### config.mk
export PLATFORM = sky130hd
export DESIGN_NAME = pipelined_adder
export DESIGN_NICKNAME = d
export VERILOG_FILES = /design/src/rtl/pipelined_adder.sv
export SDC_FILE = /design/constraint.sdc
export NUM_CORES = 1
export LEC_CHECK = 0
export BUFFER_PORTS_ARGS = -buffer_cell sky130_fd_sc_hd__buf_4
export CAP_MARGIN = 10
export CORE_AREA = 5 5 63 65
export DETAILED_ROUTE_END_ITERATION = 10
export DIE_AREA = 0 0 68 70
export PLACE_DENSITY = 0.65
export SYNTH_ARGS = -nofsm -noshare
export SYNTH_HDL_FRONTEND = slang
export SYNTH_SLANG_ARGS = --single-unit
export TNS_END_PERCENT = 50
### constraint.sdc
create_clock -name clk -period 6.2 [get_ports clk]
set_clock_uncertainty 0.15 [all_clocks]
set_input_delay 1.24 -clock clk [delete_from_list [all_inputs] [get_ports clk]]
set_output_delay 1.24 -clock clk [all_outputs]
set_load 0.05 [all_outputs]
### src/rtl/pipelined_adder.sv
// Pipelined add/subtract: the carry chain is cut into STAGES equal slices, one slice per register stage.
// Optional feature macro PIPELINED_ADDER_SAT_EN: saturate the signed result on overflow instead of wrapping.
module pipelined_adder #(
    parameter int WIDTH  = 8,
    parameter int STAGES = 2
) (
    input  logic             clk,
    input  logic             rst,
    input  logic             in_valid,
    output logic             in_ready,
    input  logic [WIDTH-1:0] a,
    input  logic [WIDTH-1:0] b,
    input  logic             cin,
    input  logic             sub,
    output logic             out_valid,
    input  logic             out_ready,
    output logic [WIDTH-1:0] s,
    output logic             cout,
    output logic             ovf
);
    localparam int SW = WIDTH / STAGES;

    generate
        if (WIDTH < 2 || STAGES < 1 || STAGES > WIDTH || (WIDTH % STAGES) != 0) begin : g_bad_cfg
            $error("pipelined_adder: WIDTH must be >= 2 and divisible by STAGES, 1 <= STAGES <= WIDTH");
        end
    endgenerate

    // Ripple one slice; returns {carry out, carry into slice MSB, slice sum}.
    function automatic logic [SW+1:0] add_slice(input logic [SW-1:0] x,
                                                input logic [SW-1:0] y,
                                                input logic          ci);
        logic [SW-1:0] sm;
        logic          c;
        logic          cm;
        sm = '0;
        c  = ci;
        cm = ci;
        for (int i = 0; i < SW; i++) begin
            cm    = c;
            sm[i] = x[i] ^ y[i] ^ c;
            c     = (x[i] & y[i]) | (x[i] & c) | (y[i] & c);
        end
        return {c, cm, sm};
    endfunction

    logic [WIDTH-1:0] a_q   [STAGES];
    logic [WIDTH-1:0] b_q   [STAGES];
    logic [WIDTH-1:0] sum_q [STAGES];
    logic             c_q   [STAGES];
    logic             cm_q  [STAGES];
    logic             vld_q [STAGES];

    logic [WIDTH-1:0] a_d   [STAGES];
    logic [WIDTH-1:0] b_d   [STAGES];
    logic [WIDTH-1:0] sum_d [STAGES];
    logic             c_d   [STAGES];
    logic             cm_d  [STAGES];
    logic             vld_d [STAGES];

    logic [WIDTH-1:0] b_eff;
    logic [SW+1:0]    slice_r;
    logic             advance;
    logic             ovf_raw;
    logic [WIDTH-1:0] res;

    // Subtraction is folded into stage 0 as a + ~b + 1, so later stages only ever add.
    always_comb begin
        b_eff   = sub ? ~b : b;
        slice_r = add_slice(a[SW-1:0], b_eff[SW-1:0], sub | cin);

        a_d[0]            = a;
        b_d[0]            = b_eff;
        sum_d[0]          = '0;
        sum_d[0][SW-1:0]  = slice_r[SW-1:0];
        c_d[0]            = slice_r[SW+1];
        cm_d[0]           = slice_r[SW];
        vld_d[0]          = in_valid;

        for (int k = 1; k < STAGES; k++) begin
            slice_r = add_slice(a_q[k-1][k*SW +: SW], b_q[k-1][k*SW +: SW], c_q[k-1]);
            a_d[k]                 = a_q[k-1];
            b_d[k]                 = b_q[k-1];
            sum_d[k]               = sum_q[k-1];
            sum_d[k][k*SW +: SW]   = slice_r[SW-1:0];
            c_d[k]                 = slice_r[SW+1];
            cm_d[k]                = slice_r[SW];
            vld_d[k]               = vld_q[k-1];
        end
    end

    assign out_valid = vld_q[STAGES-1];
    assign advance   = out_ready | ~out_valid;
    assign in_ready  = advance;

    always_ff @(posedge clk or posedge rst) begin
        if (rst) begin
            for (int k = 0; k < STAGES; k++) vld_q[k] <= 1'b0;
        end else if (advance) begin
            for (int k = 0; k < STAGES; k++) vld_q[k] <= vld_d[k];
        end
    end

    // Datapath registers carry no reset; outputs are masked by out_valid instead.
    always_ff @(posedge clk) begin
        if (advance) begin
            for (int k = 0; k < STAGES; k++) begin
                a_q[k]   <= a_d[k];
                b_q[k]   <= b_d[k];
                sum_q[k] <= sum_d[k];
                c_q[k]   <= c_d[k];
                cm_q[k]  <= cm_d[k];
            end
        end
    end

    assign ovf_raw = cm_q[STAGES-1] ^ c_q[STAGES-1];

`ifdef PIPELINED_ADDER_SAT_EN
    assign res = !ovf_raw ? sum_q[STAGES-1] :
                 a_q[STAGES-1][WIDTH-1] ? {1'b1, {(WIDTH-1){1'b0}}} : {1'b0, {(WIDTH-1){1'b1}}};
`else
    assign res = sum_q[STAGES-1];
`endif

    assign s    = out_valid ? res : '0;
    assign cout = out_valid & c_q[STAGES-1];
    assign ovf  = out_valid & ovf_raw;

endmodule

==> results.py <==
metrics = {
    "yosys": {
        "syn_area_sq_um": 1160,
        "ys_seq_area_frac": 0.636,
        "ys_ff_latch": 25,
        "synthCells": 75,
        "yosysUniqueCellTypes": 13,
        "synth_warnings": 0,
        "syn_nets": 105,
        "avgSynthCellArea_sq_um": 15.5,
    },
    "status": {
        "status": "finished clean",
    },
    "sta": {
        "worst_hold_slack_ns": 0.284,
        "post-route-period-util": 0.534,
        "finalSetupViolCount": 0,
        "timing.slew.headroom": 0.772,
        "max_freq_mhz": 302,
        "slew_viol_final": 0,
        "rsz0062_at_grt": "false",
        "tightest_slew_ns": 0.341,
        "hold_viol_final": 0,
        "period_needed_ns": 3.31,
        "fin_tns_setup_ns": 0,
    },
    "worst_hold_path": {
        "min-delay-start": "sum_q[0][3]",
        "holdPathEnd": "sum_q[0][11]",
        "hp-class": "register to register",
        "holdPathStages": 0,
    },
    "global_route": {
        "grt_pass1_wl_mm": 2.68,
        "grt_overflow": 0,
        "groute.usage.overall": 0.0772,
        "grt_max_degree": 27,
        "antenna_found_initial": 0,
        "grt_pass1_vias": 601,
    },
    "setup_path": {
        "crit_chain": "buf_4 -> nand2b_4 -> buf_4",
        "setup.worst_path.start_class": "input port",
        "cp_num_buf_inv": 2,
        "crit_fanout": 26,
        "worstPathRequired_ns": 4.81,
        "worstPathArrival_ns": 1.92,
        "cp_slowest_stage_delay_ns": 0.29,
        "cp_num_cells": 3,
        "cpLargestDelayFamily": "buffers and inverters",
        "r2r-end": "sum_q[0][15]",
        "r2r_slack_ns": 3.93,
        "cpMostUsedCell": "buf_4",
        "rr_startpoint": "a_q[0][4]",
        "cp_slowest_cell": "nand2b_4",
        "cp-end-kind": "output port",
        "criticalPathCategory": "input port to output port",
        "reg2regPathDepth": 8,
    },
    "cells_and_area": {
        "n_fill_cell": 308,
        "final_cell_mix": "buf_4 (33), edfxtp_1 (23), inv_1 (17), and2_1 (10), fa_1 (8)",
        "drive_gt1_frac": 0.364,
        "fin_nets": 141,
        "final_common_cell": "buf_4",
        "fin_cells": 156,
        "diodes": 0,
        "area_growth_pct": 27.2,
        "stdcell_area_sq_um": 1480,
    },
    "power_and_ir_drop": {
        "irDropWorstVdd_mv": 0.0812,
        "powerDensity_nw_per_um2": 303,
        "total_leakage_power_nw": 0.665,
        "totalPowerFinal_w": 0.000449,
    },
    "place": {
        "place_area_sq_um": 1450,
        "portBuffers": 33,
        "post-place-cells": 152,
        "dp_hpwl_mm": 1.37,
        "gp_congestion": 0.647,
    },
    "clocking": {
        "cts_made_buffers": 3,
        "clk_pin_slew_ns": 0.12,
        "cts.path.max_buffers": 2,
        "cts-root-buf": "clkbuf_4",
        "ctsHoldBuffers": 0,
        "cts_tree": "yes",
        "postCtsSetupRepairBufs": 0,
        "cts.sinks": 25,
        "worst_skew_pair.late_latency_ns": 0.31,
        "post_cts_resized": 0,
        "cts_max_level": 1,
    },
    "route": {
        "drcViolationCount": 0,
        "drt_iter0_markers": 13,
        "wl_per_cell_um": 10.9,
        "via_per_inst": 3.81,
        "vias": 594,
        "drtPass1Iterations": 2,
        "ant_nets": 0,
        "wl_mm": 1.69,
    },
    "floorplan": {
        "start_util": 0.355,
        "coreArea_sq_um": 3280,
        "rows": 21,
        "die_area_sq_um": 4760,
        "ios": 34,
        "die_w_um": 68,
        "fp.dieH_um": 70,
    },
    "flow_run": {
        "maxCapViolations": 0,
    },
}
-- worst max path at each step --
stage                         start           to
after global placement          sub  sum_q[0][3]
after detailed placement        sub  sum_q[0][3]
after global routing      out_ready     in_ready
final                     out_ready     in_ready
after CTS                 out_ready     in_ready
after floorplan                 sub  sum_q[0][3]
-- stage by stage --
| step | util | setup slack, ns |
|---|---|---|
| after floorplan | - | 2.83 |
| after global placement | 0.443 | 2.75 |
| after detailed placement | 0.443 | 2.66 |
| after CTS | 0.451 | 2.88 |
| after global routing | 0.451 | 2.85 |
| final | 0.451 | 2.89 |
-- registers in the layout (all words and copies together) (netlist names) --
register   cells
a_q            4
b_q            4
c_q            2
cm_q           1
out_valid      1
sum_q         12
vld_d          1
-- power by group --
| group | total [W] | switching [W] | internal [W] |
|---|---|---|---|
| registers | 0.000234 | 0.00000996 | 0.000224 |
| clock network | 0.0000685 | 0.0000444 | 0.0000241 |
| logic | 0.000147 | 0.0000944 | 0.0000524 |
-- per-layer routing --
layer	track usage	up-vias	wire length [um]
met5	0	-	0
met4	0.0596	0	21
met3	0.0128	4	93
met2	0.131	23	917
met1	0.0819	268	661
li1	-	299	-
-- layout make-up --
type | instances | area [sq um] | share of cell area
sequential | 25 | 741 | 0.500
clock buffer | 3 | 22.5 | 0.0152
timing repair buffer | 33 | 248 | 0.167
multi-input combinational | 31 | 344 | 0.232
tap | 46 | 57.6 | 0.0389
inverter | 17 | 63.8 | 0.0431
clock inverter | 1 | 5.00 | 0.00338
-- synthesized netlist by cell type --
master / instances / share of area
buf_6: 1 / 0.0097
and2_1: 10 / 0.054
edfxtp_1: 23 / 0.59
or2_2: 1 / 0.0054
or2b_1: 1 / 0.0064
xnor2_1: 2 / 0.015
inv_1: 17 / 0.055
mux2_4: 1 / 0.013
dfrtp_1: 2 / 0.043
clkbuf_2: 1 / 0.0043
fa_1: 8 / 0.14
nand2b_4: 1 / 0.012
xor2_1: 7 / 0.053
-- logic make-up (layout without fill, tap and decap cells) --
family | after synthesis | after routing | share of synthesized area
buffers and inverters | 19 | 54 | 0.0687
muxes | 1 | 1 | 0.0129
adders and majority gates | 8 | 8 | 0.137
and+or+nand+nor | 13 | 13 | 0.0773
xor gates and xnor gates | 9 | 9 | 0.0677
DFF | 25 | 25 | 0.636
No activity file was read; power rests on OpenSTA's default activity.
